<file path="src/rtl/mt_pkg.sv">
// Shared definitions for the MT drive-side function executor: function codes,
// executor state encoding and function classification helpers.
package mt_pkg;

    localparam logic [4:0] FN_NOP    = 5'o00;
    localparam logic [4:0] FN_UNLOAD = 5'o01;
    localparam logic [4:0] FN_REWIND = 5'o03;
    localparam logic [4:0] FN_DRVCLR = 5'o04;
    localparam logic [4:0] FN_PRESET = 5'o10;
    localparam logic [4:0] FN_ERASE  = 5'o12;
    localparam logic [4:0] FN_WRTM   = 5'o13;
    localparam logic [4:0] FN_SPCF   = 5'o14;
    localparam logic [4:0] FN_SPCR   = 5'o15;
    localparam logic [4:0] FN_WCHKF  = 5'o24;
    localparam logic [4:0] FN_WCHKR  = 5'o27;
    localparam logic [4:0] FN_WRF    = 5'o30;
    localparam logic [4:0] FN_RDF    = 5'o34;
    localparam logic [4:0] FN_RDR    = 5'o37;

    localparam logic [1:0] ST_IDLE = 2'd0;
    localparam logic [1:0] ST_REQ  = 2'd1;
    localparam logic [1:0] ST_WAIT = 2'd2;
    localparam logic [1:0] ST_DONE = 2'd3;

    function automatic logic fn_is_legal(input logic [4:0] fun);
        logic ok;
        case (fun)
            FN_NOP, FN_UNLOAD, FN_REWIND, FN_DRVCLR, FN_PRESET,
            FN_ERASE, FN_WRTM, FN_SPCF, FN_SPCR,
            FN_WCHKF, FN_WCHKR, FN_WRF, FN_RDF, FN_RDR: ok = 1'b1;
            default:                                     ok = 1'b0;
        endcase
        return ok;
    endfunction

    // Data-transfer functions occupy the codes from 24 octal upward.
    function automatic logic fn_is_data(input logic [4:0] fun);
        return (fun >= FN_WCHKF);
    endfunction

    function automatic logic fn_is_pos(input logic [4:0] fun);
        logic pos;
        case (fun)
            FN_UNLOAD, FN_REWIND, FN_SPCF, FN_SPCR: pos = 1'b1;
            default:                                pos = 1'b0;
        endcase
        return pos;
    endfunction

    function automatic logic fn_is_space(input logic [4:0] fun);
        return (fun == FN_SPCF) || (fun == FN_SPCR);
    endfunction

    // Legal functions other than NOP, DRVCLR and PRESET are handed to the emulator.
    function automatic logic fn_needs_req(input logic [4:0] fun);
        return fn_is_legal(fun) && (fun != FN_NOP) && (fun != FN_DRVCLR) && (fun != FN_PRESET);
    endfunction

endpackage

</file>
<file path="src/rtl/mt_frame_counter.sv">
// 16-bit frame counter with clear, load and increment; o_zero flags an
// increment that wraps the count from FFFF to 0000 in this cycle.
module mt_frame_counter (
    input  logic        clk,
    input  logic        rst,
    input  logic        i_clr,
    input  logic        i_load,
    input  logic [15:0] i_data,
    input  logic        i_inc,
    output logic [15:0] o_count,
    output logic        o_zero
);

    logic [15:0] r_count;

    // Clear beats load beats increment.
    always_ff @(posedge clk) begin
        if (rst) begin
            r_count <= 16'h0000;
        end else if (i_clr) begin
            r_count <= 16'h0000;
        end else if (i_load) begin
            r_count <= i_data;
        end else if (i_inc) begin
            r_count <= r_count + 16'd1;
        end else begin
            r_count <= r_count;
        end
    end

    assign o_count = r_count;
    assign o_zero  = i_inc && !i_clr && !i_load && (r_count == 16'hFFFF);

endmodule

</file>
<file path="src/rtl/mt_func_exec.sv">
// MT drive-side function executor: command FSM, emulator handshake and status.
// Optional MT_TIMEOUT_EN adds an acknowledge timeout that reports OPI.
module mt_func_exec
    import mt_pkg::*;
#(
    parameter logic [23:0] TIMEOUT = 24'd10_000_000
) (
    input  logic        clk,
    input  logic        rst,
    input  logic        mtGO,
    input  logic [4:0]  mtFUN,
    input  logic        mtWRFC,
    input  logic [15:0] mtDATAI,
    input  logic        mtACK,
    input  logic        mtRECPULSE,
    input  logic        mtDONE,
    input  logic        mtERRI,
    output logic        mtREQ,
    output logic [4:0]  mtFUNO,
    output logic        mtABORT,
    output logic        mtDRY,
    output logic        mtPIP,
    output logic        mtATA,
    output logic        mtERR,
    output logic        mtILF,
    output logic        mtRMR,
    output logic        mtOPI,
    output logic [15:0] mtFC
);

    logic [1:0]  r_state;
    logic [1:0]  w_state_nxt;
    logic        r_req;
    logic        r_dry;
    logic        r_abort;
    logic        r_pip;
    logic        r_ata;
    logic        r_err;
    logic        r_ilf;
    logic        r_rmr;
    logic        r_opi;
    logic        r_done_err;
    logic [4:0]  r_funo;
    logic        w_idle;
    logic        w_go_drvclr;
    logic        w_finish;
    logic        w_timeout;
    logic        w_fc_clr;
    logic        w_fc_load;
    logic        w_fc_inc;
    logic        w_fc_zero;

    assign w_idle      = (r_state == ST_IDLE);
    assign w_go_drvclr = mtGO && (mtFUN == FN_DRVCLR);

`ifdef MT_TIMEOUT_EN
    logic [23:0] r_timer;

    // Cycles spent waiting in REQ; restarts each time REQ is entered.
    always_ff @(posedge clk) begin
        if (rst) begin
            r_timer <= 24'd0;
        end else if (r_state == ST_REQ) begin
            r_timer <= r_timer + 24'd1;
        end else begin
            r_timer <= 24'd0;
        end
    end

    assign w_timeout = (r_state == ST_REQ) && !mtACK && (r_timer == (TIMEOUT - 24'd1));
`else
    logic w_unused_timeout;
    assign w_unused_timeout = ^TIMEOUT;
    assign w_timeout        = 1'b0;
`endif

    assign w_fc_clr  = w_idle && mtGO && (mtFUN == FN_PRESET);
    assign w_fc_load = w_idle && mtWRFC;
    assign w_fc_inc  = mtRECPULSE && !w_go_drvclr &&
                       ((r_state == ST_WAIT) || ((r_state == ST_REQ) && mtACK));

    mt_frame_counter u_fc (
        .clk     (clk),
        .rst     (rst),
        .i_clr   (w_fc_clr),
        .i_load  (w_fc_load),
        .i_data  (mtDATAI),
        .i_inc   (w_fc_inc),
        .o_count (mtFC),
        .o_zero  (w_fc_zero)
    );

    // Space ops also end when the frame count wraps to zero.
    assign w_finish = mtDONE || (fn_is_space(r_funo) && w_fc_zero);

    // Next-state selection for the command FSM.
    always_comb begin
        w_state_nxt = r_state;
        case (r_state)
            ST_IDLE: begin
                if (mtGO && fn_needs_req(mtFUN)) begin
                    w_state_nxt = ST_REQ;
                end else begin
                    w_state_nxt = ST_IDLE;
                end
            end
            ST_REQ: begin
                if (w_go_drvclr) begin
                    w_state_nxt = ST_IDLE;
                end else if (mtACK) begin
                    w_state_nxt = w_finish ? ST_DONE : ST_WAIT;
                end else if (w_timeout) begin
                    w_state_nxt = ST_DONE;
                end else begin
                    w_state_nxt = ST_REQ;
                end
            end
            ST_WAIT: begin
                if (w_go_drvclr) begin
                    w_state_nxt = ST_IDLE;
                end else if (w_finish) begin
                    w_state_nxt = ST_DONE;
                end else begin
                    w_state_nxt = ST_WAIT;
                end
            end
            ST_DONE: begin
                w_state_nxt = ST_IDLE;
            end
            default: begin
                w_state_nxt = ST_IDLE;
            end
        endcase
    end

    // State, handshake outputs and the error flag captured alongside mtDONE.
    always_ff @(posedge clk) begin
        if (rst) begin
            r_state    <= ST_IDLE;
            r_req      <= 1'b0;
            r_dry      <= 1'b1;
            r_done_err <= 1'b0;
        end else begin
            r_state <= w_state_nxt;
            r_req   <= (w_state_nxt == ST_REQ);
            r_dry   <= (w_state_nxt == ST_IDLE);
            if ((w_state_nxt == ST_DONE) && (r_state != ST_DONE)) begin
                r_done_err <= mtDONE && mtERRI;
            end else begin
                r_done_err <= r_done_err;
            end
        end
    end

    // Command acceptance, completion and drive-clear effects on the status bits.
    always_ff @(posedge clk) begin
        if (rst) begin
            r_abort <= 1'b0;
            r_pip   <= 1'b0;
            r_ata   <= 1'b0;
            r_err   <= 1'b0;
            r_ilf   <= 1'b0;
            r_rmr   <= 1'b0;
            r_opi   <= 1'b0;
            r_funo  <= 5'd0;
        end else if (w_idle) begin
            r_abort <= 1'b0;
            if (w_go_drvclr) begin
                r_ata <= 1'b0;
                r_err <= 1'b0;
                r_ilf <= 1'b0;
                r_rmr <= 1'b0;
                r_opi <= 1'b0;
            end else if (mtGO && !fn_is_legal(mtFUN)) begin
                r_ilf <= 1'b1;
                r_err <= 1'b1;
                r_ata <= 1'b1;
            end else if (mtGO && fn_needs_req(mtFUN)) begin
                r_funo <= mtFUN;
                r_pip  <= fn_is_pos(mtFUN);
            end else begin
                r_funo <= r_funo;
            end
        end else if (w_go_drvclr) begin
            r_abort <= 1'b1;
            r_pip   <= 1'b0;
            r_ata   <= 1'b0;
            r_err   <= 1'b0;
            r_ilf   <= 1'b0;
            r_rmr   <= 1'b0;
            r_opi   <= 1'b0;
        end else begin
            r_abort <= 1'b0;
            if (mtGO || mtWRFC) begin
                r_rmr <= 1'b1;
            end
            if (w_timeout) begin
                r_opi <= 1'b1;
                r_err <= 1'b1;
                r_ata <= 1'b1;
            end
            if (r_state == ST_DONE) begin
                r_pip <= 1'b0;
                if (r_done_err || !fn_is_data(r_funo)) begin
                    r_ata <= 1'b1;
                end
                if (r_done_err) begin
                    r_err <= 1'b1;
                end
            end
        end
    end

    assign mtREQ   = r_req;
    assign mtFUNO  = r_funo;
    assign mtABORT = r_abort;
    assign mtDRY   = r_dry;
    assign mtPIP   = r_pip;
    assign mtATA   = r_ata;
    assign mtERR   = r_err;
    assign mtILF   = r_ilf;
    assign mtRMR   = r_rmr;
    assign mtOPI   = r_opi;

endmodule
</file>
<file path="config.mk">
export PLATFORM = sky130hd
export DESIGN_NAME = mt_func_exec
export DESIGN_NICKNAME = d
export VERILOG_FILES = /design/src/rtl/mt_pkg.sv /design/src/rtl/mt_frame_counter.sv /design/src/rtl/mt_func_exec.sv
export SDC_FILE = /design/constraint.sdc
export NUM_CORES = 1
export LEC_CHECK = 0
export CAP_MARGIN = 20
export CORE_ASPECT_RATIO = 0.6
export CORE_MARGIN = 4
export CORE_UTILIZATION = 39
export DETAILED_ROUTE_END_ITERATION = 8
export PLACE_DENSITY = 0.78
export SYNTH_ARGS = -nofsm -noshare
export SYNTH_HDL_FRONTEND = slang
export SYNTH_SLANG_ARGS = --single-unit
</file>
<file path="constraint.sdc">
create_clock -name clk -period 3.9 [get_ports clk]
set_input_delay 0.39 -clock clk [delete_from_list [all_inputs] [get_ports clk]]
set_output_delay 0.39 -clock clk [all_outputs]
set_load 0.05 [all_outputs]
</file>
Word level (Yosys, flattened, before mapping)
Memory sizes are Yosys's and may differ from the RTL's.
Index checks and enable logic that the tools add are counted.

cells by class
  eq/ne operators = 22
  reduce and logical (&&, ||, !) cells = 51
  multiplexer cells = 39
  order comparisons = 1
  $add $sub $neg = 1
  bitwise operators = 2

operator list
  operator                                             number
  2-to-1 mux 1 bit                                     33
  2-to-1 mux 16 bit                                    2
  equality test 5 x 4 -> 1 bit, second input constant  5
  logical AND 1 bit                                    22
  adder 16 x 1 -> 16 bit, second input constant        1
  equality test 16 bit, second input constant          1
  nonzero test 3 bit                                   3
  one-hot mux 2 bit (4 select lines)                   1
  AND reduction 4 bit                                  2
  nonzero test 2 bit                                   4
  equality test 2 bit, second input constant           3
  2-to-1 mux 2 bit                                     3
  != test 2 bit, second input constant                 3
  AND reduction 3 bit                                  2
  equality test 5 x 1 -> 1 bit, second input constant  1
  equality test 5 x 2 -> 1 bit, second input constant  1
  equality test 5 x 3 -> 1 bit, second input constant  1
  >= comparator 5 bit, second input constant           1
  logical NOT 1 bit                                    5
  logical OR 1 bit                                     5
  != test 5 x 3 -> 1 bit, second input constant        1
  != test 5 x 4 -> 1 bit, second input constant        1
  nonzero test 5 bit                                   1
  equality test 2 x 1 -> 1 bit, second input constant  2
  other kinds (7)                                      12

word-level totals
  flip-flop bits (word level) = 32
  memories kept = 3
  ROM bits = 96
  word-level logic and storage cells = 131
  output and inout port bits = 30

memory list
  name             words  width  read ports  clocked after Yosys merged registers in  wr ports  line          source
  (no name shown)  32     1      1           0                                        0         mt_pkg.sv:27  case (fun)
  (no name shown)  32     1      1           0                                        0         mt_pkg.sv:27
  (no name shown)  32     1      1           0                                        0         mt_pkg.sv:27

Longest topological paths before layout
Gate-level depths: netlist (run 1).

  depth in word-level cells = 19
  gate-level depth with buffers = 8

Cells and area by module
A second synthesis (run 1) with hierarchy kept.

unflattened totals
  cell total of the unflattened synthesis = 207
  area, all modules = 1794.2 sq um

modules (own cells, without submodules)
  module            cells each  times used  area an instance (sq um)
  mt_func_exec      102         1           912.1
  mt_frame_counter  105         1           882.1

Worst setup path after synthesis (run 1)
No wires, ideal clock.

  path type = register to register
  start point = reg u_fc.r_count[0], in the netlist u_fc.o_count[0]
  end point = reg u_fc.r_count[10], in the netlist u_fc.o_count[10]
  data arrival time = 1.940 ns
  buffers on the path = 0
  stages on the path, launching flop included = 7
  clock period less this slack = 2.014 ns
  slack = 1.886 ns
  cell sequence = dfxtp_1 -> ha_1 -> a21boi_0 -> nand3_1 -> or2_1 -> or3_1 -> a31oi_1

between the ends
  longest elaborated chain between the ends = 3

ends and longest elaborated chain
  element                 line                    source
  start, declared         mt_frame_counter.sv:14  logic [15:0] r_count;
  start signal, assigned  mt_frame_counter.sv:23  r_count <= i_data;
  start signal, assigned  mt_frame_counter.sv:25  r_count <= r_count + 16'd1;
  start signal, assigned  mt_frame_counter.sv:27  r_count <= r_count;
  adder 16 x 1 -> 16 bit  mt_frame_counter.sv:25
  2-to-1 mux 16 bit       mt_frame_counter.sv:24  end else if (i_inc) begin
  2-to-1 mux 16 bit       mt_frame_counter.sv:22  end else if (i_load) begin

No other way between the ends. The select of a mux whose other input is x is not followed.
A chain may end at the register's enable or synchronous reset.

Worst setup path in the final report (run 1)
  start point = in mtFUN[0]
  end point = reg u_fc.r_count[6], in the netlist u_fc.o_count[6]

between the ends
  longest elaborated chain between the ends = 6
  elaborated cells between the ends (all ways) = 9
  those cells by class = eq/ne (2); reduce/logical (7)

ends and longest elaborated chain
  element                              line                source
  start, declared                      mt_func_exec.sv:11  input logic [4:0] mtFUN,
  equality test 5 x 3 -> 1 bit         mt_func_exec.sv:54  assign w_go_drvclr = mtGO && (mtFUN == FN_DRVCLR);
  logical AND 1 bit                    mt_func_exec.sv:54
  logical NOT 1 bit                    mt_func_exec.sv:79  assign w_fc_inc = mtRECPULSE && !w_go_drvclr &&
  logical AND 1 bit (2 in a row)       mt_func_exec.sv:79
  nonzero test 2 bit (no source line)  n/a

Several ways; a longest one is shown, not always the timed one.

==> results of run 1 <==
## registers in the layout, indices dropped and copies added (netlist names)
| name | count |
|---|---|
| mtATA | 1 |
| r_state | 2 |
| mtERR | 1 |
| r_done_err | 1 |
| mtREQ | 1 |
| mtFUNO | 5 |
| mtRMR | 1 |
| mtPIP | 1 |
| mtILF | 1 |
| u_fc.o_count | 16 |
| mtDRY | 1 |
| mtABORT | 1 |
## cells by family (layout without fill, tap and decap cells)
| family | Yosys count | count (layout) | share of synthesized area (%) |
|---|---|---|---|
| compound gates | 49 | 49 | 20.34 |
| xor+xnor | 11 | 11 | 5.020 |
| fa+ha+maj | 4 | 4 | 2.608 |
| buf+inv | 18 | 72 | 5.085 |
| flops | 32 | 32 | 33.38 |
| mux | 6 | 6 | 3.129 |
| other cells | 1 | 1 | 0.1954 |
| simple gates | 100 | 100 | 30.25 |
## Yosys cell counts, drive strengths merged, types with 2 or more instances
| cell type | number |
|---|---|
| dfxtp | 32 |
| nor2 | 27 |
| nand2 | 15 |
| a211oi | 12 |
| a21oi | 11 |
| nand3 | 10 |
| nor3 | 10 |
| xnor2 | 9 |
| buf | 8 |
| inv | 7 |
| mux2i | 6 |
| nand2b | 5 |
| nor4 | 5 |
| and2 | 4 |
| ha | 4 |
| nand4 | 4 |
| o21ai | 4 |
| clkbuf | 3 |
| nand3b | 3 |
| o211ai | 3 |
| o22ai | 3 |
| a21o | 2 |
| a311oi | 2 |
| a31oi | 2 |
| and4 | 2 |
| nand4b | 2 |
| nand4bb | 2 |
| nor2b | 2 |
| o21bai | 2 |
| or3 | 2 |
| xor2 | 2 |
## routing by layer
| layer | routed length, um | part of all wire [%] | track usage, % | vias up |
|---|---|---|---|---|
| met2 | 1929 | 37 | 21.97 | 76 |
| met5 | 0 | 0 | 0 | - |
| met1 | 2734 | 53 | 27.03 | 828 |
| met4 | 55 | 1.1 | 4.259 | 0 |
| met3 | 449 | 8.7 | 5.257 | 8 |
| li1 | - | - | - | 914 |
## final timing paths
path / endpoint / depth (start not counted) / slack [ns] / start
min reg2reg: mtERR / 2 / 0.44 / mtERR
min: mtERR / 2 / 0.44 / mtERR
max reg2reg: u_fc.o_count[6] / 5 / 1.87 / r_state[1]
max: u_fc.o_count[6] / 8 / 1.56 / mtFUN[0]
## layout make-up
class / instances / area share, %
multi-input combinational: 171 / 45.60
sequential: 32 / 24.73
timing repair buffer: 57 / 22.03
clock buffer: 6 / 3.188
tap: 63 / 3.043
inverter: 7 / 1.014
clock inverter: 2 / 0.3865
## worst register-to-register path, cell delays in order (launching register included)
cell and delay (ns):
dfxtp_1 0.40, or3b_1 0.47, nand4bb_1 0.24, nand2b_1 0.52
o21bai_1 0.21, a211oi_1 0.07
## power by group
group	switching (uW)	internal, uW
registers	38.3	358
logic	203	126
clock network	122	141
## per-stage QoR
step | area [sq um] | instances | setup slack (ns)
detailed placement | 2497 | 330 | 1.245
finish | 2590 | 338 | 1.558
global route | 2590 | 338 | 1.351
floorplan | 1919 | 221 | 1.886
global placement | 2497 | 330 | 1.331
CTS | 2590 | 338 | 1.541
==> results.tsv, run 1 <==
metric	value	unit
avgViaCountPerCell	5.402	
cp_top_family	simple AND/OR/NAND/NOR gates	
synth-seq-cells	32	
initial_core_util	41.19	%
drc	0	
period_minus_slack	2.342	ns
skew	0.005150	ns
cts_tree	built	
grt-ovfl-total	0	
rsz0062_at_grt	false	
ir_worst_vdd	0.2146	mV
final_max_slew_viol_count	0	
avgSynthCellArea	8.685	sq um
layout_common_cells	clkdlybuf4s50_1, dfxtp_1, nor2_1	
wire_per_inst	15.29	um
drt_iter0_drc	220	
slowest_delay	0.52	ns
fin_hold_ws	0.4443	ns
crit_buf_inv	2	
areaGrowthSynthToFinish	34.94	%
arrival	2.50	ns
crit_path_max_fanout	16	
fp.dieH	62.34	um
synth_top_area_share	33.38	%
fill_cells	460	
final_layout_size_suffix_gt1_share	8.727	%
synth-edff-count	0	
status	finished clean	
start_kind	input port	
clk_path_buf_depth	2	
worst_ep_required_time	4.06	ns
rows	19	
syn_area	1919	sq um
final_net_count	307	
core	4659	sq um
cts_sinks	32	
numCtsBuffers	5	
path_clk_slew	0.06	ns
tightest_slew	0.9219	ns
yosysSeqAreaShare	33.38	%
antenna_found_initial	0	
setup-tns-final	0	ns
port_buffers	57	
first_pass_iters	4	
multi_input_area	1181	sq um
end_kind	register	
power_density	381.7	nW/um^2
relSlewSlack	38.39	%
grt_max_degree	30	
final_common_cell	clkdlybuf4s50_1	
cts_hold_buffers	0	
syn_nets	254	
clk_latency	0.29	ns
ios	59	
ff_latch_area	640.6	sq um
grt_pass1_vias	1688	
p_leak	0.0009264	uW
fin_crit_sh	60.06	%
worstPathCellList	clkdlybuf4s50_1, inv_1, ha_1, nor2b_1, nand4bb_1, nand2b_1, o21bai_1, a211oi_1	
grt_first_pass_wirelength	8638	um
die-area	6145	sq um
yosys.area.top_type	dfxtp_1	
wirelength	5169	um
ant_nets	0	
grtUsageTotal	17.18	%
max_cap_violations	0	
setup_viol	0	
crit_type	in2reg	
h-tree-depth	2	
final_core_util	55.59	%
yosysWarnings	0	
cts_root_buf	clkbuf_8	
routabilityCongestion	0.8608	
cts_setup_buffers	0	
synth_async_sr_flop_share	0	%
vias	1826	
slowest_stage	nand2b_1	
hp-class	reg2reg	
fmaxAchievable	426.9	MHz
yosysUniqueCellTypes	57	
hpwl	3973	um
power	988.7	uW
n_antenna_cell	0	
ys.flop_type	dfxtp_1	
synth_area_leaders	dfxtp_1, nor2_1, xnor2_1, a211oi_1, mux2i_1	
dieWidth	98.57	um
hold_viol	0	
synth_cells	221	
cts-resized-gates	0	
(Power assumes the default switching activity.)
==> run 2: changes to the inputs <==
PLACE_DENSITY = 0.8   (was 0.78)
clock period = 2.1 ns   (was 3.9 ns; I/O delays follow)
==> run 2 against run 1 <==
Clock power up 87%. Utilization up 2.8 points. Hold slack better by 0.0087 ns. Clock-buffer cell count unchanged. Flip-flop and latch count unchanged.
==> results.tsv, run 2 (same netlist as run 1, synthesis figures left out) <==
metric	value	unit
slowest_delay	0.41	ns
ir_worst_vdd	0.3079	mV
multi_input_area	1181	sq um
end_kind	register	
fin_hold_ws	0.4530	ns
cts-resized-gates	0	
hold_viol	0	
relSlewSlack	65.79	%
fin_crit_sh	90.19	%
period_minus_slack	1.894	ns
final_max_slew_viol_count	0	
grt_first_pass_wirelength	8914	um
ant_nets	0	
clk_path_buf_depth	2	
drt_iter0_drc	185	
p_leak	0.001006	uW
grt_pass1_vias	1785	
cts_tree	built	
initial_core_util	41.19	%
wl_met3	345	um
final_net_count	323	
tightest_slew	0.5115	ns
worstPathCellList	ha_1, a21boi_0, nand3_1, or2_1, or3_1, a31oi_1	
drc	0	
grtUsageTotal	17.57	%
n_antenna_cell	0	
cts_hold_buffers	0	
h-tree-depth	2	
final_layout_size_suffix_gt1_share	13.75	%
wire_per_inst	15.06	um
power	1870	uW
clk_latency	0.29	ns
setup_viol	0	
layout_common_cells	clkdlybuf4s50_1, dfxtp_1, nor2_1	
slowest_stage	dfxtp_1	
crit_type	reg2reg	
hp-class	reg2reg	
worst_ep_required_time	2.32	ns
routabilityCongestion	0.9008	
power_density	687.0	nW/um^2
setup-tns-final	0	ns
final_common_cell	clkdlybuf4s50_1	
fill_cells	425	
first_pass_iters	4	
cp_top_family	simple AND/OR/NAND/NOR gates	
numCtsBuffers	5	
vias	1872	
fp.dieH	62.34	um
wirelength	5330	um
hpwl	4160	um
fmaxAchievable	528.0	MHz
rows	19	
areaGrowthSynthToFinish	41.85	%
cts_root_buf	clkbuf_8	
cts_sinks	32	
largest_reg_flops	16	
arrival	2.11	ns
dieWidth	98.57	um
skew	0.007205	ns
path_clk_slew	0.07	ns
rsz0062_at_grt	false	
wirelength_met1	2878	um
met2WireLength	2076	um
top_layer	met4	
port_buffers	57	
start_kind	register	
cts_setup_buffers	0	
status	finished clean	
ff_latch_area	640.6	sq um
grt-ovfl-total	0	
final_core_util	58.43	%
antenna_found_initial	0	
die-area	6145	sq um
crit_buf_inv	0	
grt_max_degree	30	
core	4659	sq um
crit_path_max_fanout	4	
max_cap_violations	0	
avgViaCountPerCell	5.288	
ios	59	
==> run 2: cell types whose count changed in the layout (fill, tap and decap cells not counted), sizes merged <==
cell / change
buf: +16
==> run 2: layout make-up <==
class / instances / area share (%)
multi-input cells: 171 / 43.38
repair buffers: 73 / 25.83
clock inverters: 2 / 0.3676
inverters: 7 / 0.9651
flip-flops and latches: 32 / 23.53
clock buffers: 6 / 3.033
well taps: 63 / 2.895
==> run 2: path summary, 6_finish.rpt <==
kind              slack [ns]  depth (start not counted)             from               end
hold / removal          0.45                          2            mtATA             mtATA
setup / recovery        0.21                          6  u_fc.o_count[0]  u_fc.o_count[10]
setup reg to reg        0.21                          6  u_fc.o_count[0]  u_fc.o_count[10]
hold reg to reg         0.45                          2            mtATA             mtATA
==> run 2: stage by stage <==
stage / setup WS (ns) / instances / instance area, sq um
finish: 0.2060 / 354 / 2723
global route: 0.03116 / 354 / 2723
CTS: 0.2345 / 354 / 2723
detailed placement: -0.04385 / 346 / 2630
global placement: 0.01367 / 346 / 2630
floorplan: 0.08620 / 221 / 1919
==> run 2: where the power goes <==
part | leakage [uW] | switching, uW | internal (uW)
Sequential | 0.000264 | 69.3 | 666
Clock | 0.0000510 | 230 | 261
Combinational | 0.000692 | 383 | 261
==> run 2: metal layers <==
metal | up-vias | global-route usage [%]
met5 | - | 0
li1 | 942 | -
met2 | 58 | 23.06
met3 | 4 | 5.593
met1 | 868 | 27.19
met4 | 0 | 4.089
==> run 2: tightest hold or removal path: stages, from the launching register on <==
cell and delay, ns:
dfxtp_1 0.31, inv_1 0.05, a21oi_1 0.05
